===== config.mk =====
export PLATFORM = sky130hd
export DESIGN_NAME = mmio_store_ctrl
export DESIGN_NICKNAME = d
export VERILOG_FILES = /design/src/rtl/mmio_store_ctrl_pkg.sv /design/src/rtl/mmio_store_ctrl_tx_fifo.sv /design/src/rtl/mmio_store_ctrl.sv
export SDC_FILE = /design/constraint.sdc
export NUM_CORES = 1
export LEC_CHECK = 0
export ABC_AREA = 1
export CAP_MARGIN = 25
export CORE_UTILIZATION = 52
export CTS_BUF_LIST = sky130_fd_sc_hd__clkbuf_8 sky130_fd_sc_hd__clkbuf_16
export CTS_CLUSTER_SIZE = 20
export DETAILED_ROUTE_END_ITERATION = 12
export HOLD_SLACK_MARGIN = 0.02
export PLACE_DENSITY = 0.95
export SYNTH_ARGS = -nofsm -noshare
export SYNTH_HDL_FRONTEND = slang
export SYNTH_HIERARCHICAL = 1
export SYNTH_SLANG_ARGS = --single-unit

===== constraint.sdc =====
create_clock -name clk -period 4.95 [get_ports clk]
set_input_delay 0.99 -clock clk [delete_from_list [all_inputs] [get_ports clk]]
set_output_delay 0.99 -clock clk [all_outputs]
set_load 0.01 [all_outputs]

===== src/rtl/mmio_store_ctrl_pkg.sv =====
// IO address map and store-side decode shared by the IO write controller and read mux.
package mmio_store_ctrl_pkg;

  localparam int unsigned ADDR_W = 32;
  localparam int unsigned DATA_W = 32;
  localparam int unsigned BE_W   = 4;

  // Upper two address bits that select the IO region
  localparam logic [1:0] IO_REGION = 2'b10;

  // Register byte offsets within the IO region
  localparam logic [4:0] IO_UART_CTRL = 5'h00;
  localparam logic [4:0] IO_UART_RX   = 5'h04;
  localparam logic [4:0] IO_UART_TX   = 5'h08;
  localparam logic [4:0] IO_CYC_CNT   = 5'h10;
  localparam logic [4:0] IO_INSTR_CNT = 5'h14;
  localparam logic [4:0] IO_CNT_RST   = 5'h18;

  typedef enum logic [2:0] {
    IO_SEL_NONE,
    IO_SEL_UART_CTRL,
    IO_SEL_UART_RX,
    IO_SEL_UART_TX,
    IO_SEL_CYC_CNT,
    IO_SEL_INSTR_CNT,
    IO_SEL_CNT_RST
  } io_sel_e;

  // Map region bits and word offset (addr[4:2]) to a register select
  function automatic io_sel_e io_decode(input logic [1:0] region, input logic [2:0] word);
    io_sel_e sel;
    sel = IO_SEL_NONE;
    if (region == IO_REGION) begin
      case (word)
        IO_UART_CTRL[4:2]: sel = IO_SEL_UART_CTRL;
        IO_UART_RX[4:2]:   sel = IO_SEL_UART_RX;
        IO_UART_TX[4:2]:   sel = IO_SEL_UART_TX;
        IO_CYC_CNT[4:2]:   sel = IO_SEL_CYC_CNT;
        IO_INSTR_CNT[4:2]: sel = IO_SEL_INSTR_CNT;
        IO_CNT_RST[4:2]:   sel = IO_SEL_CNT_RST;
        default:           sel = IO_SEL_NONE;
      endcase
    end
    return sel;
  endfunction

endpackage


===== src/rtl/mmio_store_ctrl_tx_fifo.sv =====
// Synchronous FIFO for UART TX bytes; head entry is presented straight from storage flops.
module io_tx_fifo #(
  parameter int unsigned WIDTH = 8,
  parameter int unsigned DEPTH = 4
) (
  input  logic                     clk,
  input  logic                     rst,
  input  logic                     push,
  input  logic [WIDTH-1:0]         push_data,
  input  logic                     pop,
  output logic                     full,
  output logic                     empty,
  output logic [$clog2(DEPTH):0]   count,
  output logic [WIDTH-1:0]         head_data
);

  localparam int unsigned PTR_W = $clog2(DEPTH);
  localparam int unsigned CNT_W = PTR_W + 1;

  logic [WIDTH-1:0] mem_q [DEPTH];
  logic [WIDTH-1:0] mem_d [DEPTH];
  logic [PTR_W-1:0] wptr_q, wptr_d;
  logic [PTR_W-1:0] rptr_q, rptr_d;
  logic [CNT_W-1:0] count_q, count_d;
  logic             do_push_c;
  logic             do_pop_c;

  // Accept a push when not full, or when full but a pop frees a slot this cycle
  always_comb begin
    do_pop_c  = pop & (count_q != '0);
    do_push_c = push & ((count_q != CNT_W'(DEPTH)) | do_pop_c);

    mem_d   = mem_q;
    wptr_d  = wptr_q;
    rptr_d  = rptr_q;
    count_d = count_q;

    if (do_push_c) begin
      mem_d[wptr_q] = push_data;
      wptr_d        = wptr_q + PTR_W'(1);
    end
    if (do_pop_c) begin
      rptr_d = rptr_q + PTR_W'(1);
    end
    case ({do_push_c, do_pop_c})
      2'b10:   count_d = count_q + CNT_W'(1);
      2'b01:   count_d = count_q - CNT_W'(1);
      default: count_d = count_q;
    endcase
  end

  // Pointer and occupancy state; reset flushes buffered entries
  always_ff @(posedge clk) begin
    if (rst) begin
      wptr_q  <= '0;
      rptr_q  <= '0;
      count_q <= '0;
    end else begin
      wptr_q  <= wptr_d;
      rptr_q  <= rptr_d;
      count_q <= count_d;
    end
  end

  // Data storage needs no reset; occupancy gates its visibility
  always_ff @(posedge clk) begin
    mem_q <= mem_d;
  end

  assign full      = (count_q == CNT_W'(DEPTH));
  assign empty     = (count_q == '0);
  assign count     = count_q;
  assign head_data = mem_q[rptr_q];

endmodule


===== src/rtl/mmio_store_ctrl.sv =====
// Store-side MMIO controller: decodes IO stores, buffers UART TX bytes, owns perf counters.
module mmio_store_ctrl
  import mmio_store_ctrl_pkg::*;
#(
  parameter int unsigned TX_FIFO_DEPTH = 4,
  parameter int unsigned CNT_WIDTH     = 32
) (
  input  logic                 clk,
  input  logic                 rst,
  input  logic                 st_we,
  input  logic [ADDR_W-1:0]    st_addr,
  input  logic [DATA_W-1:0]    st_data,
  input  logic [BE_W-1:0]      st_be,
  input  logic                 instr_retire,
  output logic [7:0]           uart_tx_data,
  output logic                 uart_tx_valid,
  input  logic                 uart_tx_ready,
  output logic                 tx_ready_status,
  output logic                 tx_overflow,
  output logic [CNT_WIDTH-1:0] cyc_counter,
  output logic [CNT_WIDTH-1:0] instr_counter
);

  localparam int unsigned FIFO_CNT_W = $clog2(TX_FIFO_DEPTH) + 1;

  io_sel_e                 io_sel_c;
  logic                    tx_push_c;
  logic                    tx_pop_c;
  logic                    cnt_rst_c;
  logic                    fifo_full;
  logic                    fifo_empty;
  logic [FIFO_CNT_W-1:0]   fifo_count;
  logic [7:0]              fifo_head;

  logic                    overflow_q, overflow_d;
  logic [CNT_WIDTH-1:0]    cyc_q, cyc_d;
  logic [CNT_WIDTH-1:0]    instr_q, instr_d;

  // Address bits and data lanes this block never looks at
  logic unused_store_bits;
  assign unused_store_bits = ^{st_addr[29:5], st_addr[1:0], st_data[31:8]};

  // Decode a valid stage-3 store into a register select and its side effects
  always_comb begin
    io_sel_c  = IO_SEL_NONE;
    tx_push_c = 1'b0;
    cnt_rst_c = 1'b0;
    if (st_we) begin
      io_sel_c = io_decode(st_addr[31:30], st_addr[4:2]);
    end
    tx_push_c = (io_sel_c == IO_SEL_UART_TX) & st_be[0];
    cnt_rst_c = (io_sel_c == IO_SEL_CNT_RST) & (|st_be);
  end

  assign tx_pop_c = ~fifo_empty & uart_tx_ready;

  io_tx_fifo #(
    .WIDTH (8),
    .DEPTH (TX_FIFO_DEPTH)
  ) u_tx_fifo (
    .clk       (clk),
    .rst       (rst),
    .push      (tx_push_c),
    .push_data (st_data[7:0]),
    .pop       (tx_pop_c),
    .full      (fifo_full),
    .empty     (fifo_empty),
    .count     (fifo_count),
    .head_data (fifo_head)
  );

  // Sticky overflow on a push into a full FIFO that no pop makes room for
  always_comb begin
    overflow_d = overflow_q;
    if (tx_push_c & fifo_full & ~tx_pop_c) begin
      overflow_d = 1'b1;
    end
  end

  // Free-running cycle counter and retire counter; software reset overrides increments
  always_comb begin
    cyc_d   = cyc_q + CNT_WIDTH'(1);
    instr_d = instr_q;
    if (instr_retire) begin
      instr_d = instr_q + CNT_WIDTH'(1);
    end
    if (cnt_rst_c) begin
      cyc_d   = '0;
      instr_d = '0;
    end
  end

  // Controller state registers
  always_ff @(posedge clk) begin
    if (rst) begin
      overflow_q <= 1'b0;
      cyc_q      <= '0;
      instr_q    <= '0;
    end else begin
      overflow_q <= overflow_d;
      cyc_q      <= cyc_d;
      instr_q    <= instr_d;
    end
  end

  assign uart_tx_valid   = ~fifo_empty;
  assign uart_tx_data    = fifo_head;
  assign tx_ready_status = (fifo_count != FIFO_CNT_W'(TX_FIFO_DEPTH));
  assign tx_overflow     = overflow_q;
  assign cyc_counter     = cyc_q;
  assign instr_counter   = instr_q;

endmodule


# Yosys cells after proc, flatten, opt, wreduce, memory -nomap -nowiden
# Index checks and enable logic that the tools add are counted.
# Widths: inputs -> output; s select.
# word_totals
reg_bits	104
input_bits	73
word_cells	60
# classes
n_bitwise	12
eq_ne	12
reduce_logical	7
order_cmp	3
addsub	6
muxes	10
# ops
cell	n
$add 32x1->32 const B	2
$bwmux 32	1
$mux 8	3
$pmux 3 s6	1
$bmux 8 s2	1
$demux 8 s2	1
$eq 3x3->1 const B	5
$and 1x1->1	7
$eq 3x2->1 const B	2
$ge 3x3->1 const B	2
$logic_not 3->1	2
$mux 3	2
$not 2->3	2
$pmux 3 s2	1
$add 2x1->2 const B	2
$eq 2x2->1 const B	2
$reduce_or 4->1	1
$add 3x1->3 const B	1
$eq 3x1->1 const B	1
$lt 3x1->1 const B	1
$ne 3x3->1 const B	1
$reduce_bool 3->1	1
$sub 3x1->3 const B	1
$eq 2x1->1 const B	1
5 further kinds	6

# Logic depth before layout (Yosys ltp)
# logic_depth
depth_word	9
depth_mapped	18

# Hierarchy
# Netlist, hierarchy kept.
# modules_own_cells
module	area_per_inst_um2	cells_per_inst	n_inst
mmio_store_ctrl	3617.2	546	1
io_tx_fifo	1654.1	147	1

# Least setup slack after synthesis
# Ideal clock, no wire load.
# synth_timing
path_type	input to register
from	in st_addr[3]
to	reg u_tx_fifo.count_q[1] (netlist: u_tx_fifo/count[1])
t_arrival_ns	2.665
stages	10
path_slack_ns	2.215
path_cell_list	inv_1 nand2_1 o21ai_1 nand2_1 nor3_1 nand2_1 ha_1 inv_1 fa_1 a21oi_1
# synth_via
elab_chain_len	9
word_cells_on_any_way	16
classes_between	8 x eq/ne; 4 x mux; 2 x bitwise; 2 x reduce/logical
# synth_rtl
item	line_no	rtl
start, declared	mmio_store_ctrl.sv:11	input logic [ADDR_W-1:0] st_addr,
$eq 3x3->1 (tied with other cells)	mmio_store_ctrl_pkg.sv:34	case (word)
$pmux 3 s6 (*)	mmio_store_ctrl_pkg.sv:34	
$mux 3 (*)	mmio_store_ctrl_pkg.sv:33	if (region == IO_REGION) begin
$mux 3 (*)	mmio_store_ctrl.sv:48	if (st_we) begin
$eq 3x2->1 (*)	mmio_store_ctrl.sv:51	tx_push_c = (io_sel_c == IO_SEL_UART_TX) & st_be[0];
$and 1x1->1 (*)	mmio_store_ctrl.sv:51	
via tx_push_c	mmio_store_ctrl.sv:27	logic tx_push_c;
$and 1x1->1 (*)	mmio_store_ctrl_tx_fifo.sv:31	do_push_c = push & ((count_q != CNT_W'(DEPTH)) | do_pop_c);
$eq 2x1->1 or $eq 2x2->1 (tied branches)	mmio_store_ctrl_tx_fifo.sv:45	case ({do_push_c, do_pop_c})
$pmux 3 s2 or $reduce_bool 2->1 (tied branches)	--	
end signal, assigned	mmio_store_ctrl_tx_fifo.sv:61	count_q <= count_d;
end, declared	mmio_store_ctrl_tx_fifo.sv:24	logic [CNT_W-1:0] count_q, count_d;
# Mark *: on every way through the listed nets, which the timed path passes. The rest lies on a longest branch.
# A chain may end at the register's enable or synchronous reset.

# Worst setup path in the final report
# layout_timing
from	in st_addr[2]
to	reg u_tx_fifo/mem_q[28] in the netlist's numbering, enable pin
# layout_via
elab_chain_len	7
word_cells_on_any_way	12
classes_between	6 x eq/ne; 3 x mux; 2 x bitwise; 1 x reduce/logical
# layout_rtl
item	line_no	rtl
$eq 3x3->1 (tied with other cells)	mmio_store_ctrl_pkg.sv:34	
$pmux 3 s6 (*)	mmio_store_ctrl_pkg.sv:34	
$mux 3 (*)	mmio_store_ctrl_pkg.sv:33	
$mux 3 (*)	mmio_store_ctrl.sv:48	
$eq 3x2->1 (*)	mmio_store_ctrl.sv:51	
$and 1x1->1 (*)	mmio_store_ctrl.sv:51	
via tx_push_c	mmio_store_ctrl.sv:27	
$and 1x1->1 (*)	mmio_store_ctrl_tx_fifo.sv:31	
end signal, assigned	mmio_store_ctrl_tx_fifo.sv:67	mem_q <= mem_d;
end, declared	mmio_store_ctrl_tx_fifo.sv:20	logic [WIDTH-1:0] mem_q [DEPTH];
# Marked as above.

==> reports/results.ini <==
[floorplan]
num_rows = 36
die_h_um = 102.7
pin_count = 148
core_um2 = 9819
start_util = 0.5368
die_area_um2 = 10540
die_w_um = 102.7

[timing]
finalSetupViolCount = 0
fin_worst_skew_ps = 13.64
max_slew.worst_pin.slew_ps = 793.9
rsz0062_at_grt = false
fmax_mhz = 307.5
slew_headroom = 0.4688
fin_crit_sh = 0.6570
hold_viol = 0
final_max_slew_viol_count = 0
fin_setup_tns_ps = 0
finalWorstSetupSlack_ps = 1698
finalCriticalPeriod_ps = 3252

[grt]
antenna_found_initial = 0
grt_busiest_layer = met2
grt_max_degree = 38
use_met3 = 0.04407
globalRouteOverflowTotal = 0
grt_usage = 0.2260
grt_pass1_vias = 4250
grt_use_met2 = 0.3862
grt_pass1_wl_um = 18680
grt_use_met1 = 0.2845

[placed_design]
gp_congestion = 0.9573
numPortBuffers = 96
dp_hpwl_um = 8758
dp_slack_ps = 1357

[final_layout]
n_fill_cell = 799
drive_above_1_share = 0.08690
area_delta_synth_final_pct = 24.16
layout.nets = 870
n_antenna_cell = 0

[worst_hold_path]
min_path_type = reg -> reg
hold_depth = 2
hold_end = tx_overflow
hp-start = tx_overflow

[critical_path]
worstSetupEndpointType = register
timing.rr.end = u_tx_fifo/count[2]
crit_chain = clkdlybuf4s50_1, nand2_1, o21ai_1, nand2_1, nor3_1, nand2_1, nor2_1
worst-r2r-cell-count = 18
crit_type = in -> reg
max_stage_delay_ps = 660
critPathBufInv = 1
start_kind = input pin
crit_family = simple AND/OR/NAND/NOR gates
reg2reg_slack_ps = 2630
path_max_fanout = 8
required_ps = 4940
slowest_stage = nor2_1
worstPathArrival_ps = 3240
regToRegStartpoint = u_tx_fifo/count[0]
cp_common_cell = nand2_1

[clock_tree]
clk_latency_ps = 360
clock-sinks = 104
post-cts-setup-buffers = 0
cts.htree.levels = 3
clockBufferDepth = 2
clk_pin_slew_ps = 110
cts_hold_buf = 0
cts_root_buf = clkbuf_8
cts_buffers = 9
cts_tree = yes
cts_resized = 0

[drt]
drc_errors = 0
drtIter0Drc = 256
viasPerCell = 5.200
drtAntennaViolNets = 0
vias = 4820
routedWlPerCell_um = 12.72
wirelength_um = 11790
dr.pass1.iters = 6

[pwr]
p_leak_uw = 0.002190
ir_drop_mv = 0.1799
power_density_nw_per_um2 = 224.1

[synthesis]
synth_top_area_frac = 0.2734
synth_ff_type = dfxtp_1
ys_types = 33
synth.top_cells.by_count = nand2_1 (156), nor2_1 (123), inv_1 (75), dfxtp_1 (72), nand3_1 (36)
yosys-top-cells-area = dfxtp_1 (27%), edfxtp_1 (18%), nand2_1 (11%)
yosysTopAreaCell = dfxtp_1
ys_async_sr_fraction = 0
synthCells = 693
yosys.cell_count.top_type = nand2_1
synth_seq_cells = 104
syn-cell-area_um2 = 5271
synth_nets = 774
yosysWarnings = 6
synth.avg_cell_area_um2 = 7.607
yosysSeqAreaShare = 0.4557
synth_edf_count = 32

[run_status]
run_status = completed

[run]
drv_cap = 0

per-layer routing:
layer | vias up | share of wire | routed length, um
met1 | 2203 | 0.43 | 5107
met5 | - | 0 | 0
met3 | 18 | 0.065 | 762
met4 | 0 | 0.015 | 181
met2 | 176 | 0.49 | 5737
li1 | 2423 | - | -
tightest hold or removal path, stage by stage (launching register included):
cell and delay, ps:
dfxtp_1 330, inv_1 50, a21oi_1 60
cell families (layout without fill, tap and decap cells):
family | count (synthesis) | in the layout | share of synthesized area
adders and majority gates | 8 | 8 | 0.02041
and+or+nand+nor | 398 | 398 | 0.3458
xor gates and xnor gates | 22 | 22 | 0.03655
DFF | 104 | 104 | 0.4557
AOI/OAI and AO/OA | 68 | 68 | 0.06836
buffers and inverters | 93 | 194 | 0.07311
worst max-delay path by stage:
stage,startpoint,to,cells after the start
floorplan,st_addr[3],u_tx_fifo/count[1],10
global placement,st_we,u_tx_fifo/mem_q[26],7
detailed placement,st_we,u_tx_fifo/mem_q[2],7
CTS,st_addr[3],u_tx_fifo/mem_q[28],8
global route,st_we,u_tx_fifo/count[2],15
finish,st_addr[2],u_tx_fifo/mem_q[28],7
registers in the layout, indices dropped and copies added (netlist names):
name              cells
cyc_counter          32
instr_counter        32
tx_overflow           1
u_tx_fifo/count       3
u_tx_fifo/mem_q      32
u_tx_fifo/rptr_q      2
u_tx_fifo/wptr_q      2
final cells by class:
class | count | area, um^2 | area share
Clock inverter | 7 | 76.32 | 0.01166
Multi-Input combinational cell | 496 | 2491 | 0.3806
Clock buffer | 9 | 123.9 | 0.01893
Timing Repair Buffer | 97 | 980.9 | 0.1499
Inverter | 81 | 304.0 | 0.04645
Tap cell | 133 | 166.4 | 0.02543
Sequential cell | 104 | 2402 | 0.3670
through the flow:
step / hold WS [ps] / utilization / cell area, um^2 / power [uW] / std cells
floorplan: 468.0 / - / 5271 / 930.6 / 693
global placement: 444.6 / 0.6441 / 6325 / 961.7 / 910
detailed placement: 469.1 / 0.6462 / 6345 / 964.6 / 911
CTS: 485.3 / 0.6665 / 6545 / 1478 / 927
global route: 511.0 / 0.6665 / 6545 / 1528 / 927
finish: 480.1 / 0.6665 / 6545 / 1466 / 927
cells in the final DEF, fill, tap and decap left out, types with 9 or more instances in the layout:
cell	n
nand3_1	36
nand4_1	13
o21ai_0	22
clkbuf_8	9
dfxtp_1	72
edfxtp_1	32
nor2_2	10
nand3_2	9
nand2_2	9
a21oi_1	35
nand2_1	156
nor3_1	18
xor2_1	14
inv_1	75
nor2_1	123
clkdlybuf4s50_1	96
report_power, final:
| part | switching (uW) | internal (uW) |
|---|---|---|
| logic | 30.1 | 29.8 |
| registers | 4.98 | 880 |
| clock network | 320 | 202 |
Power figures use the tool's default switching activity.
